==> src/rtl/fetch_ctrl_if.sv <==
// Fetch controller bundle: redirect/flush, instruction-queue enqueue and I-cache read request/response.
// The master modport is the fetch controller; the slave is the surrounding pipeline/cache.
interface fetch_ctrl_if;
    logic        flush_valid;
    logic [31:0] flush_pc;
    logic        iq_full;
    logic        icache_read;
    logic [31:0] icache_addr;
    logic        icache_resp;
    logic [31:0] icache_rdata;
    logic        iq_enq;
    logic [31:0] iq_pc;
    logic [31:0] iq_instr;

    modport master (
        input  flush_valid, flush_pc, iq_full, icache_resp, icache_rdata,
        output icache_read, icache_addr, iq_enq, iq_pc, iq_instr
    );

    modport slave (
        output flush_valid, flush_pc, iq_full, icache_resp, icache_rdata,
        input  icache_read, icache_addr, iq_enq, iq_pc, iq_instr
    );
endinterface

==> src/rtl/fetch_ctrl.sv <==
// Single-outstanding instruction fetcher; read issues the cycle after an IDLE with room, enqueue is combinational with icache_resp.
// Backpressure: iq_full is sampled only in IDLE; a flush during a read parks in DRAIN until the stale response returns.
module fetch_ctrl #(
    parameter logic [31:0] RESET_PC = 32'h00000060
) (
    input  logic          clk,
    input  logic          rst,
    fetch_ctrl_if.master  fb
);

    localparam logic [1:0] ST_IDLE  = 2'd0;
    localparam logic [1:0] ST_WAIT  = 2'd1;
    localparam logic [1:0] ST_DRAIN = 2'd2;

    logic [1:0]  state_q, state_d;
    logic [31:0] pc_q, pc_d;
    logic [31:0] req_addr_q, req_addr_d;
    logic [31:0] flush_pc_aligned;
    logic        enq;

    assign flush_pc_aligned = fb.flush_pc & 32'hFFFF_FFFC;

    always_comb begin
        state_d    = state_q;
        pc_d       = pc_q;
        req_addr_d = req_addr_q;
        enq        = 1'b0;
        case (state_q)
            ST_IDLE: begin
                if (fb.flush_valid) begin
                    pc_d = flush_pc_aligned;
                end else if (!fb.iq_full) begin
                    req_addr_d = pc_q;
                    state_d    = ST_WAIT;
                end
            end
            ST_WAIT: begin
                if (fb.icache_resp) begin
                    state_d = ST_IDLE;
                    if (fb.flush_valid) begin
                        pc_d = flush_pc_aligned;
                    end else begin
                        enq  = 1'b1;
                        pc_d = pc_q + 32'd4;
                    end
                end else if (fb.flush_valid) begin
                    // The read stays on the bus; its response must be swallowed.
                    pc_d    = flush_pc_aligned;
                    state_d = ST_DRAIN;
                end
            end
            ST_DRAIN: begin
                if (fb.flush_valid) begin
                    pc_d = flush_pc_aligned;
                end
                if (fb.icache_resp) begin
                    state_d = ST_IDLE;
                end
            end
            default: begin
                state_d = ST_IDLE;
            end
        endcase
    end

    always_ff @(posedge clk) begin
        if (rst) begin
            state_q    <= ST_IDLE;
            pc_q       <= RESET_PC & 32'hFFFF_FFFC;
            req_addr_q <= 32'h0;
        end else begin
            state_q    <= state_d;
            pc_q       <= pc_d;
            req_addr_q <= req_addr_d;
        end
    end

    // Reset masks the strobes in the cycle it is asserted so nothing leaks while the cache is also resetting.
    assign fb.icache_read = (state_q == ST_WAIT || state_q == ST_DRAIN) && !rst;
    assign fb.icache_addr = req_addr_q;
    assign fb.iq_enq      = enq && !rst;
    assign fb.iq_pc       = req_addr_q;
    assign fb.iq_instr    = fb.icache_rdata;

endmodule

==> src/flat_wrapper.sv <==
// flat-port wrapper written by rule: the top's interface ports become plain ports
module fetch_ctrl_flat 
#(
    parameter logic [31:0] RESET_PC = 32'h00000060
)
  (clk, rst, fb_flush_valid, fb_flush_pc, fb_iq_full, fb_icache_resp, fb_icache_rdata, fb_icache_read, fb_icache_addr, fb_iq_enq, fb_iq_pc, fb_iq_instr);
  fetch_ctrl_if fb_i ();
  input  logic clk;
  input  logic rst;
  input wire logic [$bits(fb_i.flush_valid)-1:0] fb_flush_valid;
  input wire logic [$bits(fb_i.flush_pc)-1:0] fb_flush_pc;
  input wire logic [$bits(fb_i.iq_full)-1:0] fb_iq_full;
  input wire logic [$bits(fb_i.icache_resp)-1:0] fb_icache_resp;
  input wire logic [$bits(fb_i.icache_rdata)-1:0] fb_icache_rdata;
  output wire logic [$bits(fb_i.icache_read)-1:0] fb_icache_read;
  output wire logic [$bits(fb_i.icache_addr)-1:0] fb_icache_addr;
  output wire logic [$bits(fb_i.iq_enq)-1:0] fb_iq_enq;
  output wire logic [$bits(fb_i.iq_pc)-1:0] fb_iq_pc;
  output wire logic [$bits(fb_i.iq_instr)-1:0] fb_iq_instr;
  assign fb_i.flush_valid = fb_flush_valid;
  assign fb_i.flush_pc = fb_flush_pc;
  assign fb_i.iq_full = fb_iq_full;
  assign fb_i.icache_resp = fb_icache_resp;
  assign fb_i.icache_rdata = fb_icache_rdata;
  assign fb_icache_read = fb_i.icache_read;
  assign fb_icache_addr = fb_i.icache_addr;
  assign fb_iq_enq = fb_i.iq_enq;
  assign fb_iq_pc = fb_i.iq_pc;
  assign fb_iq_instr = fb_i.iq_instr;
  fetch_ctrl #(.RESET_PC(RESET_PC)) u_core (.clk(clk), .rst(rst), .fb(fb_i));
endmodule
==> config.mk <==
export PLATFORM = sky130hd
export DESIGN_NAME = fetch_ctrl_flat
export DESIGN_NICKNAME = d
export VERILOG_FILES = /design/src/rtl/fetch_ctrl_if.sv /design/src/rtl/fetch_ctrl.sv /design/src/flat_wrapper.sv
export SDC_FILE = /design/constraint.sdc
export NUM_CORES = 1
export LEC_CHECK = 0
export ABC_CLOCK_PERIOD_IN_PS = 6400
export CAP_MARGIN = 20
export CORE_UTILIZATION = 47
export DETAILED_ROUTE_END_ITERATION = 8
export PLACE_DENSITY_LB_ADDON = 0.25
export SLEW_MARGIN = 10
export SYNTH_ARGS = -nofsm -noshare
export SYNTH_HDL_FRONTEND = slang
export SYNTH_SLANG_ARGS = --single-unit
export TNS_END_PERCENT = 100
==> constraint.sdc <==
create_clock -name clk -period 6.4 [get_ports clk]
set_input_delay 0.96 -clock clk [delete_from_list [all_inputs] [get_ports clk]]
set_output_delay 0.96 -clock clk [all_outputs]
set_load 0.02 [all_outputs]
-- Word level (Yosys, flattened, before mapping)
Cells that the tools add are included.
- bits of input ports: 69
- flip-flop bits (word level): 66
- logic and storage cells: 34
- output and inout port bits: 98
- eq/ne operators: 6
- bitwise logic cells: 2
- mux-type cells: 13
- reduce and logical (&&, ||, !) cells: 9
- add/subtract/negate cells: 1
- operator list (cell ; number):
    $mux W32 ; 3
    $pmux W32 S2 ; 1
    $add A32 B3 Y32 const B ; 1
    $mux W2 ; 5
    $ne A2 B2 Y1 const B ; 3
    $pmux W2 S3 ; 1
    $reduce_and A4 Y1 ; 1
    $mux W1 ; 3
    $ne A3 B3 Y1 const B ; 1
    $reduce_and A3 Y1 ; 1
    $eq A2 B1 Y1 const B ; 1
    $eq A2 B2 Y1 const B ; 1
    $logic_and A1 B1 Y1 ; 2
    $logic_not A2 Y1 ; 1
    $not A1 Y1 ; 2
    $reduce_bool A2 Y1 ; 1
    $reduce_or A2 Y1 ; 1
    $logic_not A1 Y1 ; 1
    $logic_or A1 B1 Y1 ; 1

-- Depth between registers and ports, before layout
- depth in word-level cells: 4
- depth in mapped cells: 9

-- Worst setup path after synthesis
OpenSTA, ideal clock, no wires.
- path type: input port to output port
- from: input rst
- to: output fb_icache_read
- path slack: 3.869 ns
- buffers on the path: 2
- arrival time: 1.571 ns
- cell stages on the path: 3
- cell sequence: buf_6 > clkbuf_1 > nor2b_1
- longest elaborated chain between the ends: 2
- ends and longest elaborated chain (what ; line ; RTL):
    start: declaration ; flat_wrapper.sv:9 ; input logic rst;
    $logic_not A1 Y1 ; fetch_ctrl.sv:79 ; assign fb.icache_read = (state_q == ST_WAIT || state_q == ST_DRAIN) && !rst;
    $logic_and A1 B1 Y1 ; fetch_ctrl.sv:79 ;
    end: declaration ; flat_wrapper.sv:15 ; output wire logic [$bits(fb_i.icache_read)-1:0] fb_icache_read;
No other way between the ends.

-- Worst setup path after layout
- from: input fb_flush_valid
- to: output fb_iq_enq
- longest elaborated chain between the ends: 4
- ends and longest elaborated chain (what ; line ; RTL):
    start: declaration ; flat_wrapper.sv:10 ; input wire logic [$bits(fb_i.flush_valid)-1:0] fb_flush_valid;
    $mux W1 ; fetch_ctrl.sv:40 ; if (fb.flush_valid) begin
    $mux W1 ; fetch_ctrl.sv:38 ; if (fb.icache_resp) begin
    $mux W1 ; fetch_ctrl.sv:28 ; case (state_q)
    $logic_and A1 B1 Y1 ; fetch_ctrl.sv:81 ; assign fb.iq_enq = enq && !rst;
    end: declaration ; flat_wrapper.sv:17 ; output wire logic [$bits(fb_i.iq_enq)-1:0] fb_iq_enq;
No other way between the ends.

==> results by group <==
Clocking
  • CTS Buffer Depth: 2
  • Clk_lat worst skew: approximately 0.35 ns
  • Worst-path clk slew: 0.07 ns
  • # hold bufs at CTS: 0
  • Cts repair resizes: 0
  • CTS tree: yes
  • Total CTS buffers: 9
  • H-tree levels: 3
  • Clock sinks: 66
  • Root Buffer: clkbuf_8
  • Post-CTS setup buffers: 0

Worst setup path
  • Worst path slowest cell: clkdlybuf4s50_1
  • Critical R2R Launch: u_core.state_q[0]
  • Worst reg2reg setup slack: ~3.8 ns
  • FF-to-FF End: u_core.pc_q[30]
  • Critical Path Most Common Cell: clkdlybuf4s50_1
  • R2r worst-path depth: 7
  • Critical path origin: fb_flush_valid
  • Worst-path cell chain: clkdlybuf4s50_1 -> buf_4 -> nor2_1 -> and3_1 -> clkdlybuf4s50_1
  • Worst path bufs/invs: 3
  • Worst path top cell family by delay: buffers and inverters
  • CP Data Arrival Time: roughly 2.7 ns
  • CP Capture Type: output pin
  • Worst setup path class: in2out
  • Critical Path RT: between 5 and 6 ns
  • Worst Path Max Fanout: 42
  • Slowest stage delay, CP: 0.53 ns
  • Crit start category: primary input

Yosys
  • Synthesized Nets: about 590
  • Post-synth top area share: around a third
  • Synth Flop Type: dfxtp_1
  • Mapped cell area: 4020 um^2
  • Number of flops mapped to enable cells by yosys: 0
  • Ys async rst share: 0%
  • Largest family of logic cells by synthesized area: simple AND/OR/NAND/NOR gates
  • Cell count after synthesis: slightly above 500
  • Synth Area in Simple Gates: a little over a quarter
  • Mean area per synthesized cell: 7.83 um^2
  • #FFs+latches synth: 66
  • Yosys warning total: 0
  • Sequential area share after synthesis: between 30% and 40%
  • Yosys top cell by area: dfxtp_1
  • Mux share of post-synthesis cell area: under 10%
  • Post-synth cell types: 67
  • Post-Synth Adder-Cell Area: under 10%
  • Post-synthesis compound-gate area fraction: about a fifth
  • Synth area leaders: dfxtp_1, buf_4, nand2_1
  • Synth Area in XOR/XNOR: 0%

Drt
  • WL per Instance: approximately 15 um
  • Post-Route WL: 9770 um
  • Via-to-Cell Ratio: ~5.6
  • Initial DRC Count: 224
  • Routed Antenna Nets: 0
  • Vias: ~3,600
  • Drt pass-1 iters: 5
  • DR DRC count: 0

Floorplanning
  • Die area: 8920 um^2
  • Die W: 94.5 um
  • Row cnt: 33
  • Die H: around 94 um
  • Initial Util: between 40 and 50%
  • Top-Level Pins: around 170
  • CORE AREA: approximately 8300 um^2

Pwr
  • P per Cell Area: roughly 200 nW/um^2
  • Worst VDD drop: between 0.1 and 0.15 mV
  • LEAKAGE: around 1.7 nW

Finish
  • Layout Nets: between 600 and 700
  • Commonest cells after routing, fill and taps aside: clkdlybuf4s50_1, nand2_1, dfxtp_1
  • Synth-to-layout area growth: 16.8%
  • Commonest non-fill, non-tap cell in the layout: clkdlybuf4s50_1
  • Final Util: between 50% and 60%
  • Layout cells sized above 1: under 10%
  • Antenna diodes: 0

Placed design
  • Post-DP HPWL: 6460 um
  • IO buf count: 100
  • Gpl congestion: between 0.8 and 0.9

STA
  • Fmax: approximately 270 MHz
  • Setup TNS: 0 ns
  • Slew Limit Fails: 0
  • Skew final: ~0.0066 ns
  • Final Hold Fails: 0
  • Number of setup violations in the final report: 0
  • RSZ-0062 raised after global routing: false
  • Minimum clock period: ~3.6 ns
  • Final period util: a little under three fifths
  • Relative slew slack: between 50% and 60%
  • Least-Margin Pin Slew: between 0.7 and 0.8 ns

Min path
  • Hold Path Depth: 2
  • Worst Min Path Start: u_core.pc_q[1]
  • Worst min-delay path endpoint: u_core.fb.icache_addr[1]
  • Hold Crit Class: reg2reg

Global routing
  • Tot GR Track Use: about 23%
  • Largest net degree at the start of global routing: 71
  • First-pass GRT wire length: ~16,000 um
  • Vias in the first global route: about 3,300
  • Initial antenna violation count: 0
  • GR Overflow Total: 0

Run
  • Max-Cap Viols: 0

Outcome
  • Status: completed
-- power breakdown --
part / total (mW) / internal (mW) / leakage, nW / switching [mW]
Clock: 0.350 / 0.196 / 0.101 / 0.155
Combinational: 0.144 / 0.0689 / 1.07 / 0.0750
Sequential: 0.454 / 0.429 / 0.540 / 0.0256
Total: 0.949 / 0.693 / 1.71 / 0.256
-- cells by family after synthesis --
kind of cell	Yosys count
adders and majority gates	5
and+or+nand+nor	206
muxes	8
buffers and inverters	109
AOI/OAI and AO/OA	119
DFF	66
-- flip-flops by register name (all words and copies together), names as in the netlist --
signal,count
u_core.fb.icache_addr,32
u_core.pc_q,32
u_core.state_q,2
-- worst max path at each step --
stage / endpoint / slack, ns / cells after the start
3_5_place_dp: fb_iq_enq / 2.78 / 5
5_1_grt: fb_iq_enq / 2.65 / 5
4_1_cts: fb_iq_enq / 2.76 / 5
2_1_floorplan: fb_icache_read / 3.87 / 3
3_3_place_gp: fb_iq_enq / 2.77 / 5
6_report: fb_iq_enq / 2.76 / 5
-- layout make-up --
type / count / area (um^2)
timing repair buffer: 106 / 1060
sequential: 66 / 1320
tap: 105 / 131
multi-input combinational: 338 / 1970
inverter: 7 / 26.3
clock buffer: 11 / 151
fill: 791 / 3570
clock inverter: 3 / 40.0
-- stage by stage --
| step | total power, mW | cells | hold WS [ns] | worst slack (ns) | area [um^2] |
|---|---|---|---|---|---|
| after detailed placement | 0.604 | 620 | 0.458 | 2.78 | 4470 |
| final | 0.949 | 636 | 0.462 | 2.76 | 4690 |
| after floorplan | 0.582 | 513 | 0.427 | 3.87 | 4020 |
| after global routing | 0.992 | 636 | 0.482 | 2.65 | 4690 |
| after CTS | 0.954 | 634 | 0.467 | 2.76 | 4660 |
| after global placement | 0.599 | 620 | 0.440 | 2.77 | 4470 |
-- worst register-to-register path: cells and delay by family (launching register included) --
family / cells / cell delay, ns
AO/OA/AOI/OAI: 1 / 0.17
AND/OR/NAND/NOR: 4 / 1.56
flip-flops: 1 / 0.38
buffers and inverters: 1 / 0.09
adder cells (fa/ha/maj): 1 / 0.32
-- cells in the mapped netlist (4+ instances only) --
library cell	number
nand2_1	92
dfxtp_1	66
buf_4	65
a21oi_1	53
nor2_1	39
clkbuf_1	25
nor3_1	12
o21ai_0	12
and3_1	11
a22oi_1	10
nand3_1	10
nand4_1	8
o22ai_1	8
a31oi_1	7
inv_1	7
mux2i_1	6
ha_1	5
a41oi_1	4
clkbuf_8	4
nor2b_1	4
-- routing by layer --
layer	track usage, %	vias to the layer above	wire [um]
li1	-	1744	-
met1	27.9	1699	4170
met2	38.8	127	4910
met3	4.03	19	522
met4	10.1	0	159
met5	0	-	0
Power figures use the tool's default switching activity.
